$ cat src/rtl/noc_vn_link_arbiter.sv
// Credit-based, packet-atomic round-robin scheduler that shares one NoC link
// among per-virtual-network injection streams (VN n rides VC n).
module noc_vn_link_arbiter #(
  parameter int FLIT_WIDTH                = 64,
  parameter int FLIT_TYPE_WIDTH           = 2,
  parameter int BROADCAST_WIDTH           = 1,
  parameter int VIRTUAL_CHANNEL_ID_WIDTH  = 2,
  parameter int NUMBEROF_VIRTUAL_NETWORKS = 4,
  parameter int MAX_CREDITS               = 8
) (
  input  logic                                  clk,
  input  logic                                  rst_n,
  input  logic [NUMBEROF_VIRTUAL_NETWORKS-1:0]  in_valid,
  output logic [NUMBEROF_VIRTUAL_NETWORKS-1:0]  in_ready,
  input  logic [NUMBEROF_VIRTUAL_NETWORKS*FLIT_WIDTH-1:0]      in_flit,
  input  logic [NUMBEROF_VIRTUAL_NETWORKS*FLIT_TYPE_WIDTH-1:0] in_type,
  input  logic [NUMBEROF_VIRTUAL_NETWORKS*BROADCAST_WIDTH-1:0] in_broadcast,
  output logic                                  out_valid,
  output logic [FLIT_WIDTH-1:0]                 out_flit,
  output logic [FLIT_TYPE_WIDTH-1:0]            out_type,
  output logic [BROADCAST_WIDTH-1:0]            out_broadcast,
  output logic [VIRTUAL_CHANNEL_ID_WIDTH-1:0]   out_vc_id,
  input  logic [NUMBEROF_VIRTUAL_NETWORKS-1:0]  credit_in,
  output logic [NUMBEROF_VIRTUAL_NETWORKS*$clog2(MAX_CREDITS+1)-1:0]
                                                credit_count,
  output logic                                  credit_overflow
);

  localparam int NVN = NUMBEROF_VIRTUAL_NETWORKS;
  localparam int FW  = FLIT_WIDTH;
  localparam int TW  = FLIT_TYPE_WIDTH;
  localparam int BW  = BROADCAST_WIDTH;
  localparam int VCW = VIRTUAL_CHANNEL_ID_WIDTH;
  localparam int CW  = $clog2(MAX_CREDITS+1);

  localparam logic [TW-1:0] T_HDR  = TW'(0);
  localparam logic [TW-1:0] T_BODY = TW'(1);
  localparam logic [TW-1:0] T_TAIL = TW'(2);
  localparam logic [TW-1:0] T_HT   = TW'(3);

  localparam logic S_IDLE   = 1'b0;
  localparam logic S_LOCKED = 1'b1;

  localparam logic [CW-1:0] CMAX = CW'(MAX_CREDITS);

  logic           state_q, state_d;
  logic [VCW-1:0] lock_vn_q, lock_vn_d;
  logic [VCW-1:0] rr_q, rr_d;
  logic [CW-1:0]  cred_q [NVN];
  logic [CW-1:0]  cred_d [NVN];
  logic           ovf_q, ovf_d;

  logic           out_valid_q, out_valid_d;
  logic [FW-1:0]  out_flit_q, out_flit_d;
  logic [TW-1:0]  out_type_q, out_type_d;
  logic [BW-1:0]  out_bc_q, out_bc_d;
  logic [VCW-1:0] out_vc_q, out_vc_d;

  logic [NVN-1:0] elig_hdr;
  logic [NVN-1:0] elig_cont;
  logic           gnt;
  logic [VCW-1:0] gnt_vn;
  logic [TW-1:0]  gnt_type;
  logic           is_hdr;
  logic           is_end;
  int             scan;

  // Eligibility is based on registered credits only.
  always_comb begin
    elig_hdr  = '0;
    elig_cont = '0;
    for (int n = 0; n < NVN; n++) begin
      elig_hdr[n] = in_valid[n] && (cred_q[n] != '0) &&
        ((in_type[n*TW +: TW] == T_HDR) ||
         (in_type[n*TW +: TW] == T_HT));
      elig_cont[n] = in_valid[n] && (cred_q[n] != '0) &&
        ((in_type[n*TW +: TW] == T_BODY) ||
         (in_type[n*TW +: TW] == T_TAIL));
    end
  end

  // Locked: only the owner may continue. Idle: rotate from rr_q.
  always_comb begin
    gnt    = 1'b0;
    gnt_vn = '0;
    scan   = 0;
    if (rst_n) begin
      if (state_q == S_LOCKED) begin
        if (elig_cont[lock_vn_q]) begin
          gnt    = 1'b1;
          gnt_vn = lock_vn_q;
        end
      end else begin
        for (int i = 0; i < NVN; i++) begin
          scan = int'(rr_q) + i;
          if (scan >= NVN) scan = scan - NVN;
          if (!gnt && elig_hdr[scan]) begin
            gnt    = 1'b1;
            gnt_vn = VCW'(scan);
          end
        end
      end
    end
  end

  always_comb begin
    in_ready = '0;
    if (gnt) in_ready[gnt_vn] = 1'b1;
  end

  assign gnt_type = in_type[int'(gnt_vn)*TW +: TW];
  assign is_hdr   = gnt && (gnt_type == T_HDR);
  assign is_end   = gnt &&
    ((gnt_type == T_TAIL) || (gnt_type == T_HT));

  always_comb begin
    state_d   = state_q;
    lock_vn_d = lock_vn_q;
    rr_d      = rr_q;
    unique case (1'b1)
      is_hdr: begin
        state_d   = S_LOCKED;
        lock_vn_d = gnt_vn;
      end
      is_end: begin
        state_d = S_IDLE;
        rr_d    = (int'(gnt_vn) == NVN-1) ?
                  '0 : gnt_vn + VCW'(1);
      end
      default: ;
    endcase
  end

  // A return and a grant in the same cycle cancel out.
  always_comb begin
    ovf_d = ovf_q;
    for (int n = 0; n < NVN; n++) begin
      cred_d[n] = cred_q[n];
      if (credit_in[n] &&
          !(gnt && (int'(gnt_vn) == n))) begin
        if (cred_q[n] == CMAX) ovf_d = 1'b1;
        else cred_d[n] = cred_q[n] + CW'(1);
      end else if (!credit_in[n] && gnt &&
                   (int'(gnt_vn) == n)) begin
        cred_d[n] = cred_q[n] - CW'(1);
      end
    end
  end

  always_comb begin
    out_valid_d = gnt;
    out_flit_d  = out_flit_q;
    out_type_d  = out_type_q;
    out_bc_d    = out_bc_q;
    out_vc_d    = out_vc_q;
    if (gnt) begin
      out_flit_d = in_flit[int'(gnt_vn)*FW +: FW];
      out_type_d = gnt_type;
      out_bc_d   = in_broadcast[int'(gnt_vn)*BW +: BW];
      out_vc_d   = gnt_vn;
    end
  end

  always_ff @(posedge clk) begin
    if (!rst_n) begin
      state_q     <= S_IDLE;
      lock_vn_q   <= '0;
      rr_q        <= '0;
      ovf_q       <= 1'b0;
      out_valid_q <= 1'b0;
      out_flit_q  <= '0;
      out_type_q  <= '0;
      out_bc_q    <= '0;
      out_vc_q    <= '0;
      for (int n = 0; n < NVN; n++) cred_q[n] <= CMAX;
    end else begin
      state_q     <= state_d;
      lock_vn_q   <= lock_vn_d;
      rr_q        <= rr_d;
      ovf_q       <= ovf_d;
      out_valid_q <= out_valid_d;
      out_flit_q  <= out_flit_d;
      out_type_q  <= out_type_d;
      out_bc_q    <= out_bc_d;
      out_vc_q    <= out_vc_d;
      for (int n = 0; n < NVN; n++) cred_q[n] <= cred_d[n];
    end
  end

  for (genvar n = 0; n < NVN; n++) begin : g_cc
    assign credit_count[n*CW +: CW] = cred_q[n];
  end

  assign out_valid       = out_valid_q;
  assign out_flit        = out_flit_q;
  assign out_type        = out_type_q;
  assign out_broadcast   = out_bc_q;
  assign out_vc_id       = out_vc_q;
  assign credit_overflow = ovf_q;

endmodule

$ cat config.mk
export PLATFORM = sky130hd
export DESIGN_NAME = noc_vn_link_arbiter
export DESIGN_NICKNAME = d
export VERILOG_FILES = /design/src/rtl/noc_vn_link_arbiter.sv
export SDC_FILE = /design/constraint.sdc
export NUM_CORES = 1
export LEC_CHECK = 0
export CELL_PAD_IN_SITES_DETAIL_PLACEMENT = 1
export CELL_PAD_IN_SITES_GLOBAL_PLACEMENT = 2
export CORE_MARGIN = 8
export CORE_UTILIZATION = 21
export CTS_BUF_LIST = sky130_fd_sc_hd__clkbuf_16
export CTS_CLUSTER_DIAMETER = 150
export DETAILED_ROUTE_END_ITERATION = 8
export HOLD_SLACK_MARGIN = 0.12
export PLACE_DENSITY_LB_ADDON = 0.1
export RECOVER_POWER = 100
export SLEW_MARGIN = 10
export SYNTH_ARGS = -nofsm -noshare
export SYNTH_HDL_FRONTEND = slang
export SYNTH_SLANG_ARGS = --single-unit
$ cat constraint.sdc
create_clock -name clk -period 5.8 [get_ports clk]
set_input_delay 1.16 -clock clk [delete_from_list [all_inputs] [get_ports clk]]
set_output_delay 1.16 -clock clk [all_outputs]
set_load 0.01 [all_outputs]
; Yosys cells after proc, flatten, opt, wreduce, memory -nomap -nowiden
; Memories as Yosys holds them, arrays and structs flattened.
; Cells that the tools add are included.
[totals]
ff_bits = 76
ramBits = 16
inputBits = 278
output_inout_bits = 91
word_cells = 207
n_memories = 1
[mem_list]
columns = name, depth, width, read_ports, rd_clocked_by_memory_dff, wr, line
row1 = cred_q, 4, 4, 4, 0, 4, 49  ; logic [CW-1:0] cred_q [NVN];
[op_classes]
n_addsub = 16
magnitude_cmp = 11
eq_ne = 21
shift = 3
mux = 77
n_bitwise = 4
n_reduce_logical = 65
[op_table]
columns = op, count
row1 = $mux 32, 12
row2 = $shiftx 256x9->64, 1
row3 = $lt 32x4->1 const B, 4
row4 = $mux 4, 17
row5 = $logic_and 1x1->1, 34
row6 = $mux 1, 33
row7 = $eq 2x2->1 const B, 12
row8 = $add 4x1->4 const B, 4
row9 = $eq 4x4->1 const B, 4
row10 = $mux 2, 8
row11 = $reduce_bool 4->1, 4
row12 = $sub 4x1->4 const B, 4
row13 = $logic_not 2->1, 6
row14 = $sub 3x3->4 const B, 3
row15 = $logic_not 1->1, 11
row16 = $bmux 1 s2, 5
row17 = $eq 2x1->1 const B, 5
row18 = $ge 3x3->1 const B, 3
row19 = $logic_or 1x1->1, 9
row20 = $shiftx 8x4->2, 1
row21 = $add 2x2->3 const B, 2
row22 = $lt 2x3->1 const B, 2
row23 = $or 1x1->1, 4
row24 = $shiftx 4x3->1, 1
row25 = other kinds (8), 8

; Logic depth before layout (Yosys ltp)
; Gate-level depths: netlist (run 1).
[logic_depth]
word_depth = 36
depth_mapped = 15
depth_no_buf = 13

; Least setup slack after synthesis (run 1)
; OpenSTA, ideal clock, no wires.
[synth_path]
path_kind = input port to flip-flop
start = in in_valid[3]
end = mem cred_q[0][3] in the netlist's numbering
setup_ps = 121
arrival_ps = 4343
t_required_ps = 5679
setup_slack_ps = 1336
path_stages = 14
path_buffers = 2
cell_sequence = o41a_1 and3_1 or2_1 a311oi_2 buf_4 buf_2 ha_1 inv_1 o21ai_0 ha_1 a21o_1 a21oi_1 mux2i_1 mux2_2
[synth_lines]
columns = element, line
row1 = from (decl), 13  ; input logic [NUMBEROF_VIRTUAL_NETWORKS-1:0] in_valid,
row2 = to (decl), 49

; Worst setup path in the final report (run 1)
[layout_path]
start = in in_type[5]
end = out in_ready[2]
[layout_between]
elab_chain_len = 29
elab_cells_between_ends = 54
cone_classes = order compare (2) / eq/ne (3) / mux (37) / reduce/logical (12)
[layout_lines]
columns = element, line
row1 = from (decl), 16  ; input logic [NUMBEROF_VIRTUAL_NETWORKS*FLIT_TYPE_WIDTH-1:0] in_type,
row2 = $eq 2x2->1 / $logic_not 2->1 (equally long branches), "75, 74"
row3 = $logic_or 1x1->1, 74  ; ((in_type[n*TW +: TW] == T_HDR) ||
row4 = $logic_and 1x1->1, 73  ; elig_hdr[n] = in_valid[n] && (cred_q[n] != '0) &&
row5 = $bmux 1 s2, 97  ; if (!gnt && elig_hdr[scan]) begin
row6 = $mux 1 (implied by the code) (2 in series), 97
row7 = $mux 1, 97
row8 = $mux 1, 88  ; if (state_q == S_LOCKED) begin
row9 = $mux 1, 87  ; if (rst_n) begin
row10 = [... 13 more ...], -
row11 = $mux 2 (*), 88
row12 = $mux 2 (*), 87
row13 = via gnt_vn[0], 62  ; logic [VCW-1:0] gnt_vn;
row14 = $lt 2x3->1 (implied by the code) / $ge 2x1->1 (equally long branches), 108  ; if (gnt) in_ready[gnt_vn] = 1'b1;
row15 = $logic_and 1x1->1 (implied by the code), 108
row16 = $mux 1 (implied by the code), 108
row17 = $demux 1 s2 (*), 108
row18 = $mux 4 (*), 108
row19 = to (decl), 14  ; output logic [NUMBEROF_VIRTUAL_NETWORKS-1:0] in_ready,
; Mark *: on every way through the listed nets, which the timed path passes. The rest lies on a longest branch. The select of a mux whose other input is x is not followed.

==> run_results.csv, run 1 <==
group,metric,value,unit
logic_synthesis,synth_area_per_cell,9.46,um^2
cts,cts_buffers,9,
sta,post-route-period-util,0.924,
layout,fill_cells,3368,
logic_synthesis,synth.yosys.warnings,0,
cts,root_buffer,"clkbuf_16",
flow_run,drv_cap,2,
cts,post_cts_buffers,0,
sta,finalSetupTns,0,ns
worst_setup_path,cp-end-kind,"output pin",
sta,final-max-slew-violation-count,209,
drt,antenna_left,0,
logic_synthesis,ys_seq_area_frac,0.290,
layout,instances_no_fill,1408,
logic_synthesis,synth_cells,671,
layout,layout_commonest_cell,"clkdlybuf4s50_1",
power,ir_drop,180,uV
floorplan,pin_count,369,
power,leakagePower,4.82,nW
drt,drt_iter0_markers,197,
drt,vias,6339,
place,place_congestion,0.748,
logic_synthesis,synthArstFlopShare,0,
cts,cts_tree,"done",
place,io_buffers,368,
sta,relSlewSlack,-0.392,
place,hpwlAfterDp,22800,um
worst_setup_path,start_kind,"input pin",
worst_setup_path,path_max_fanout,5,
layout,nets,1306,
logic_synthesis,yosys.area.top_type_share,0.290,
layout,post-route-util,0.357,
worst_setup_path,worstSetupPathType,"input pin to output pin",
global_route,grt_pass1_wl,42900,um
sta,skew,0.0119,ns
drt,drcViolationCount,0,
cts,cts.reportedPaths.clkPinSlew,0.06,ns
cts,clock_latency,0.35,ns
drt,avgViaCountPerCell,4.50,
logic_synthesis,ys.flop_type,"dfxtp_1",
outcome,violations,"max-capacitance violations, max-slew violations",
global_route,gr-total-overflow,0,
sta,fmax,0.187,GHz
layout,mostFrequentLayoutCells,"clkdlybuf4s50_1, mux2i_1, dfxtp_1",
worst_setup_path,crit_required,4.64,ns
power,powerDensity,281,mW/mm^2
floorplan,std_cell_rows,63,
min_path,min_path_cells,2,
logic_synthesis,synth-edff-count,0,
sta,hold_violations,0,
sta,rsz0062_at_grt,"no",
floorplan,dieArea,0.0361,mm^2
floorplan,die_w,190,um
global_route,grt_use_total,0.154,
cts,cts.repair.resized,0,
logic_synthesis,yosys-top-cells-area,"dfxtp_1, mux2i_1, mux2_2, nand3_1, o21ai_1",
global_route,grt_max_degree,113,
drt,dr.pass1.iters,4,
logic_synthesis,synth.distinct_cells,55,
worst_setup_path,rr_worst_depth,9,
outcome,status,"finished, violations left",
floorplan,fp.dieH,190,um
logic_synthesis,syn_area,0.00635,mm^2
cts,cts.path.max_buffers,2,
sta,worst_pin_slew,2.09,ns
cts,cts_sinks,92,
floorplan,start_util,0.214,
drt,wl,28600,um
global_route,grt_antenna_before_repair,3,
cts,holdBufCountCts,0,
logic_synthesis,ys_seq_elements,92,
logic_synthesis,synth_fp_nets,965,
drt,wl_per_cell,20.3,um
sta,setup_viol,0,
layout,drive_gt1_frac,0.100,
layout,area_growth,67.1,%
logic_synthesis,yosysTopAreaCell,"dfxtp_1",
cts,ctsHtreeMaxLevel,3,
min_path,hp-class,"flip-flop to flip-flop",
worst_setup_path,crit_arrival,4.20,ns
floorplan,core-area,0.0297,mm^2
place,dp_cells,1391,
sta,period_needed,5.36,ns
global_route,grt_pass1_vias,7055,
cell type report:
type / count / area [um^2] / share of cell area
multi-input cells: 519 / 4190 / 0.395
repair buffers: 378 / 3750 / 0.353
flip-flops and latches: 92 / 1840 / 0.174
well taps: 390 / 488 / 0.0460
clock buffers: 9 / 225 / 0.0212
clock inverters: 7 / 67.6 / 0.00637
inverters: 12 / 50.0 / 0.00472
diodes: 1 / 2.50 / 0.000236
flip-flops by register name (all words and copies together) (netlist names):
register,count
out_flit,64
cred_q,16
lock_vn_q,2
out_type,2
out_vc_id,2
rr_q,2
credit_overflow,1
out_broadcast,1
out_valid,1
state_q,1
worst max-delay path: stages:
cell and delay [ns]:
dlygate4sd3_1 0.62, xor2_1 0.41, o41ai_1 0.16, a221o_1 0.36, o22ai_2 0.41, inv_6 0.05
ha_1 0.22, inv_1 0.11, nor2_1 0.06, dlygate4sd3_1 0.63
synth_stat cells (4+ instances only):
library cell and number:
mux2i_1 139, dfxtp_1 92, mux2_2 69, nand3_1 67
o21ai_1 65, clkbuf_1 24, nand2_1 22, nor2_1 16
o21ai_0 14, buf_2 13, nor3_1 13, ha_1 12
a21oi_1 10, inv_1 10, xnor2_1 8, nor3b_1 7
buf_6 6, a21o_1 5, buf_4 5, fa_1 4
nand2b_1 4, o211a_1 4, o221ai_1 4, o311a_1 4
o41a_1 4, xor2_1 4
kinds of logic after synthesis:
family	count (synthesis)	share of synthesized area
XOR/XNOR	12	0.0166
adder cells (fa/ha/maj)	16	0.0363
AO/OA/AOI/OAI	143	0.158
AND/OR/NAND/NOR	140	0.109
multiplexers	208	0.341
buffers and inverters	60	0.0485
flip-flops	92	0.290
path summary, 6_finish.rpt:
path	start	endpoint	slack, ns
worst max register to register	cred_q[1][0]	out_flit[52]	1.17
worst min register to register	out_flit[46]	out_flit[46]	0.45
worst min-delay path	out_flit[46]	out_flit[46]	0.45
worst max-delay path	in_type[5]	in_ready[2]	0.44
report_power, final:
group / switching [mW] / internal [mW] / leakage (nW)
clock: 0.264 / 0.333 / 0.143
combinational: 0.669 / 0.764 / 3.91
sequential: 0.162 / 0.794 / 0.762
total: 1.09 / 1.89 / 4.82
metal layers:
layer	track usage	up-vias	part of all wire
met3	0.0617	22	0.087
met5	0	-	0.00077
met4	0.0409	4	0.015
li1	-	3193	-
met2	0.272	214	0.51
met1	0.167	2906	0.39
through the flow:
stage | area (um^2) | hold WS [ns] | total power, mW | worst slack [ns]
floorplan | 6350 | 0.481 | 1.75 | 1.34
global placement | 10400 | 0.443 | 2.51 | 0.579
detailed placement | 10400 | 0.448 | 2.52 | 0.616
CTS | 10700 | 0.458 | 3.15 | 0.592
global route | 10600 | 0.494 | 3.23 | 0.175
finish | 10600 | 0.454 | 2.99 | 0.443
Power figures use the tool's default switching activity.
==> run 2, diff against run 1 <==
ABC_AREA = 0   (was default)
CORE_UTILIZATION = 22   (was 21)
CTS_BUF_LIST = sky130_fd_sc_hd__clkbuf_8   (was sky130_fd_sc_hd__clkbuf_16)
==> run 2 against run 1 <==
Compared with the run above:
- the run still ends with max-capacitance violations, max-slew violations left
- sequential share of layout area increased by 0.13 points
- non-clock buffer count unchanged
- power decreased by 4.9%
- core utilization increased by 1.2 points
- global-route usage increased by 0.43 points
- clock-buffer cell count unchanged
- first-iteration DRC count increased by 25%
- cell area decreased by 0.75%
- via count increased by 1.6%
- worst setup slack got worse by 0.095 ns
- critical endpoint unchanged
==> run_results.csv, run 2 (same netlist as run 1, synthesis figures left out) <==
group,metric,value,unit
outcome,status,"finished, violations left",
global_route,gr-total-overflow,0,
global_route,grt_antenna_before_repair,1,
layout,area_growth,65.8,%
drt,wl,28500,um
sta,period_needed,5.45,ns
min_path,min_path_cells,2,
worst_setup_path,rr_worst_depth,9,
floorplan,core-area,0.0285,mm^2
place,place_congestion,0.752,
drt,avgViaCountPerCell,4.60,
floorplan,pin_count,369,
worst_setup_path,cp-end-kind,"output pin",
cts,clock_latency,0.38,ns
floorplan,std_cell_rows,62,
global_route,grt_pass1_vias,6815,
place,hpwlAfterDp,22700,um
drt,vias,6439,
drt,drcViolationCount,0,
sta,finalSetupTns,0,ns
cts,cts.path.max_buffers,2,
layout,layout_commonest_cell,"clkdlybuf4s50_1",
cts,cts.repair.resized,0,
sta,relSlewSlack,-0.534,
sta,setup_viol,0,
outcome,violations,"max-capacitance violations, max-slew violations",
global_route,grt_use_total,0.158,
place,pre_cts_slack,0.502,ns
layout,diodes,0,
drt,dr.pass1.iters,4,
sta,fmax,0.183,GHz
cts,ctsHtreeMaxLevel,3,
worst_setup_path,worstSetupPathType,"input pin to output pin",
drt,antenna_left,0,
sta,post-route-period-util,0.940,
global_route,grt_max_degree,94,
cts,root_buffer,"clkbuf_8",
place,io_buffers,368,
floorplan,fp.dieH,186,um
worst_setup_path,crit_required,4.64,ns
layout,drive_gt1_frac,0.100,
cts,cts_tree,"done",
power,leakagePower,4.77,nW
sta,fin_ws,0.348,ns
floorplan,dieArea,0.0346,mm^2
sta,worst_pin_slew,2.30,ns
drt,drt_iter0_markers,246,
cts,cts_buffers,9,
global_route,grt_pass1_wl,41400,um
drt,wl_per_cell,20.3,um
worst_setup_path,start_kind,"input pin",
layout,regArea,0.00184,mm^2
floorplan,die_w,186,um
layout,mostFrequentLayoutCells,"clkdlybuf4s50_1, mux2i_1, dfxtp_1",
layout,largest_reg_flops,64,
cts,cts.reportedPaths.clkPinSlew,0.10,ns
layout,nets,1306,
cts,cts_sinks,92,
layout,fill_cells,3296,
layout,multi_input_area,0.00421,mm^2
sta,final-max-slew-violation-count,165,
sta,whs,0.457,ns
power,ir_drop,75.8,uV
cts,post_cts_buffers,0,
sta,skew,0.0185,ns
worst_setup_path,crit_arrival,4.29,ns
worst_setup_path,path_max_fanout,5,
flow_run,drv_cap,3,
floorplan,start_util,0.222,
cts,holdBufCountCts,0,
sta,hold_violations,0,
sta,rsz0062_at_grt,"no",
min_path,hp-class,"flip-flop to flip-flop",
worst_setup_path,rrSetupSlack,1.12,ns
power,powerDensity,270,mW/mm^2
-- run 2: cell types whose count changed in the layout (fill, tap and decap cells not counted), moves of 2 or more --
cell / before / now
clkinv_4: 0 / 2
clkbuf_8: 0 / 9
o21ai_0: 76 / 66
mux2_2: 68 / 65
mux2_1: 1 / 4
clkbuf_16: 9 / 0
o21ai_1: 3 / 13
-- run 2: worst max-delay path, stage by stage --
cell             delay, ns
clkdlybuf4s50_1       0.54
xor2_1                0.41
nor2_1                0.12
a221o_1               0.44
o22ai_2               0.32
clkinvlp_2            0.26
ha_1                  0.25
inv_1                 0.12
nor2_1                0.06
dlygate4sd3_1         0.60
-- run 2: layout make-up --
type                       count  area share
clock buffer                   9      0.0118
clock inverter                 7     0.00725
inverter                      12     0.00440
multi-input combinational    519       0.400
sequential                    92       0.175
tap                          384      0.0456
timing repair buffer         378       0.356
-- run 2: final timing paths --
check / start / to
worst min register to register: out_flit[16] / out_flit[16]
worst min-delay path: out_flit[16] / out_flit[16]
worst max register to register: cred_q[1][0] / out_flit[57]
worst max-delay path: in_type[1] / in_ready[2]
-- run 2: routing by layer --
| layer | wire [um] | part of all wire | global-route usage | vias up |
|---|---|---|---|---|
| met5 | 12 | 0.00042 | 0 | - |
| met4 | 341 | 0.012 | 0.0413 | 2 |
| met3 | 2420 | 0.085 | 0.0589 | 21 |
| met2 | 14400 | 0.51 | 0.276 | 206 |
| met1 | 11300 | 0.40 | 0.178 | 3018 |
| li1 | - | - | - | 3192 |
-- run 2: stage by stage --
step	power [mW]	utilization	cell area, um^2	instances
6_report	2.84	0.369	10500	1401
5_1_grt	3.07	0.369	10500	1401
4_1_cts	2.99	0.369	10500	1401
3_5_place_dp	2.49	0.362	10300	1385
3_3_place_gp	2.49	0.362	10300	1385
2_1_floorplan	1.75	-	6350	671
-- run 2: where the power goes --
group          internal [mW]  switching, mW
Clock                  0.202          0.266
Sequential             0.793          0.156
Combinational          0.762          0.662
Total                   1.76           1.08
==> edit (settings of run 2) <==
Change the parameter `NUMBEROF_VIRTUAL_NETWORKS` from 4 to 2.
--- a/src/rtl/noc_vn_link_arbiter.sv
+++ b/src/rtl/noc_vn_link_arbiter.sv
@@ -5,7 +5,7 @@
   parameter int FLIT_TYPE_WIDTH           = 2,
   parameter int BROADCAST_WIDTH           = 1,
   parameter int VIRTUAL_CHANNEL_ID_WIDTH  = 2,
-  parameter int NUMBEROF_VIRTUAL_NETWORKS = 4,
+  parameter int NUMBEROF_VIRTUAL_NETWORKS = 2,
   parameter int MAX_CREDITS               = 8
 ) (
   input  logic                                  clk,
Interface: changed (7 resized); port bits go from 369 to 221. No check against the original RTL was run, so the function may have changed too.
==> edit against run 2 <==
The run still ends with capacitance limit, slew limit left. Area after synthesis is 44% lower. Wire length fell by 43%. Sequential cell count fell by 8. Register-to-register slack gained 0.81 ns. Worst setup slack improved by 0.62 ns. Clock power down 14%. Power fell by 44%. Design area shrank 42%. Critical path depth down 3. Count of clock-buffer cells in the layout rose by 3. Hold slack worse by 0.0017 ns. Clock skew decreased by 0.0078 ns. Sequential power down 27%. Largest cell class is now buffers. Largest power group is now registers. Highest routed layer is now met4.
==> edit: results (changes against run 2) <==
Fill cells = 1781 (-46%)
Hold path cells = 2 (unchanged)
Hold EP = out_vc_id[0]
Reg2Reg Setup Slack = 1.93 ns (+0.81 ns)
Worst r2r path cells = 7 (-2)
Clock tree buffer depth = 2 (unchanged)
Failing checks = capacitance limit, slew limit
Xor/xnor share of the synthesized area = 1.732% (+0.077 points)
Post-Synth Adder-Cell Area = 2.545% (-1.1 points)
Layout Nets = 716 (-45%)
Final HPWL DP = 11.62 mm (-49%)
Hold WC Path Type = reg2reg
Synth warn = 0 (unchanged)
Met1 Use GR = 17.82% (about the same)
Worst EP arrival = 3.67 ns (-0.62 ns)
RR Startpoint = cred_q[0][0]
Initial DRC Count = 372 (+51%)
Drt total wl = 16.29 mm (-43%)
Place WS = 1.121 ns (+0.6196 ns)
Pins Over Slew Limit = 181 (+9.7%)
CP peak stage delay = 0.62 ns (+0.02 ns)
Reg-to-reg critical path endpoint = cred_q[0][3]
Post-CTS Setup Repair Bufs = 0 (unchanged)
Routing usage on met2 = 26.10% (-1.5 points)
Net count after synthesis = 512 (-47%)
Worst vdd ir = 94.09 uV (+24%)
Crit path max fanout = 5 (unchanged)
Slowest cell on crit path = dlygate4sd3_1
Mux share of post-synthesis cell area = 0.8484% (-33 points)
GRT Total Usage = 15.71% (-0.076 points)
First-pass GRT wire length = 24.65 mm (-40%)
Met3 global-route usage = 6.277% (+0.38 points)
Vias = 3978 (-38%)
Worst-margin pin slew = 1.750 ns (-0.5514 ns)
Leakage = 2.462 nW (-48%)
Largest net degree at the start of global routing = 76 (-19%)
Post-synthesis compound-gate area fraction = 27.54% (+12 points)
Skew-Pair Late Insertion Delay = 0.36 ns (-0.02 ns)
Commonest cells post-synth = dfxtp_1 (84), nor2_1 (69), a222oi_1 (63)
Root Driver = clkbuf_8
Share of layout cells above drive strength 1 = 4.522% (-5.5 points)
Buffers on Ports = 220 (-40%)
Gpl congestion = 0.8093 (+7.6%)
Synth unique cells = 51 (-7.3%)
Antenna Cells = 0 (unchanged)
Vias in the first global route = 4234 (-38%)
Drt first pass iters = 8 (+4)
CTS resizes = 0 (unchanged)
Initial antenna violation count = 0 (-1)
Total clock buffers created by CTS = 9 (unchanged)
Post-synthesis async set-or-reset flop share = 0% (unchanged)
Synth top area cells = dfxtp_1 (48%), a222oi_1 (18%), nor2_1 (7.3%), clkbuf_1 (2.2%), a21oi_1 (1.8%)
Clock-pin slew of the registers on the worst-case setup and hold paths = 0.08 ns (-0.02 ns)
Max-cap violations = 3 (unchanged)
Tmin final = 4.831 ns (-0.6208 ns)
Post-synthesis sequential area ratio = 47.51% (+19 points)
Run status = finished with violations
Clock skew = 0.01074 ns (-0.007788 ns)
Worst hold path startpoint = out_vc_id[0]
edit: cell types whose count changed after synthesis, moves of 53 or more:
cell and change:
nand3_1 -60, mux2_2 -69, o21ai_1 -64, mux2i_1 -136, nor2_1 +53, a222oi_1 +63
edit: layout make-up:
class | instances | area share, %
Multi-Input combinational cell | 245 | 27.91
Clock buffer | 12 | 2.717
Tap cell | 216 | 4.445
Clock inverter | 4 | 0.2675
Sequential cell | 84 | 27.66
Timing Repair Buffer | 225 | 36.69
Inverter | 5 | 0.3087
edit: per-stage QoR:
stage	instances	hold slack [ns]	cell area [um^2]	util (%)	power, W
3_5_place_dp	775	0.4518	5914	37.37	0.001247
6_report	791	0.4556	6080	38.41	0.001602
2_1_floorplan	366	0.4302	3540	-	0.0009481
4_1_cts	791	0.4636	6096	38.51	0.001666
3_3_place_gp	775	0.4464	5914	37.37	0.001239
5_1_grt	791	0.4766	6080	38.41	0.001711
edit: worst max path at each step:
stage / from / to / depth (start not counted)
finish: in_type[3] / in_ready[1] / 7
global route: in_type[3] / out_flit[26] / 8
CTS: in_type[3] / in_ready[0] / 6
detailed placement: in_type[3] / in_ready[0] / 6
global placement: in_type[1] / in_ready[0] / 6
floorplan: in_type[1] / cred_q[0][3] / 12
edit: power breakdown:
group          internal (W)  switching, W  leakage, nW
sequential         0.000640     0.0000499        0.687
combinational      0.000274      0.000238         1.67
clock              0.000186      0.000215        0.106
edit: per-layer routing:
layer  vias to the layer above  wire, um
met5                         -         0
met2                       155      8063
met4                         0       283
met1                      1959      6500
met3                        17      1441
li1                       1847         -
edit: tightest hold or removal path, stage by stage (launching register included):
cell and delay, ns:
dfxtp_1 0.31, nand2_1 0.05, a21oi_1 0.05
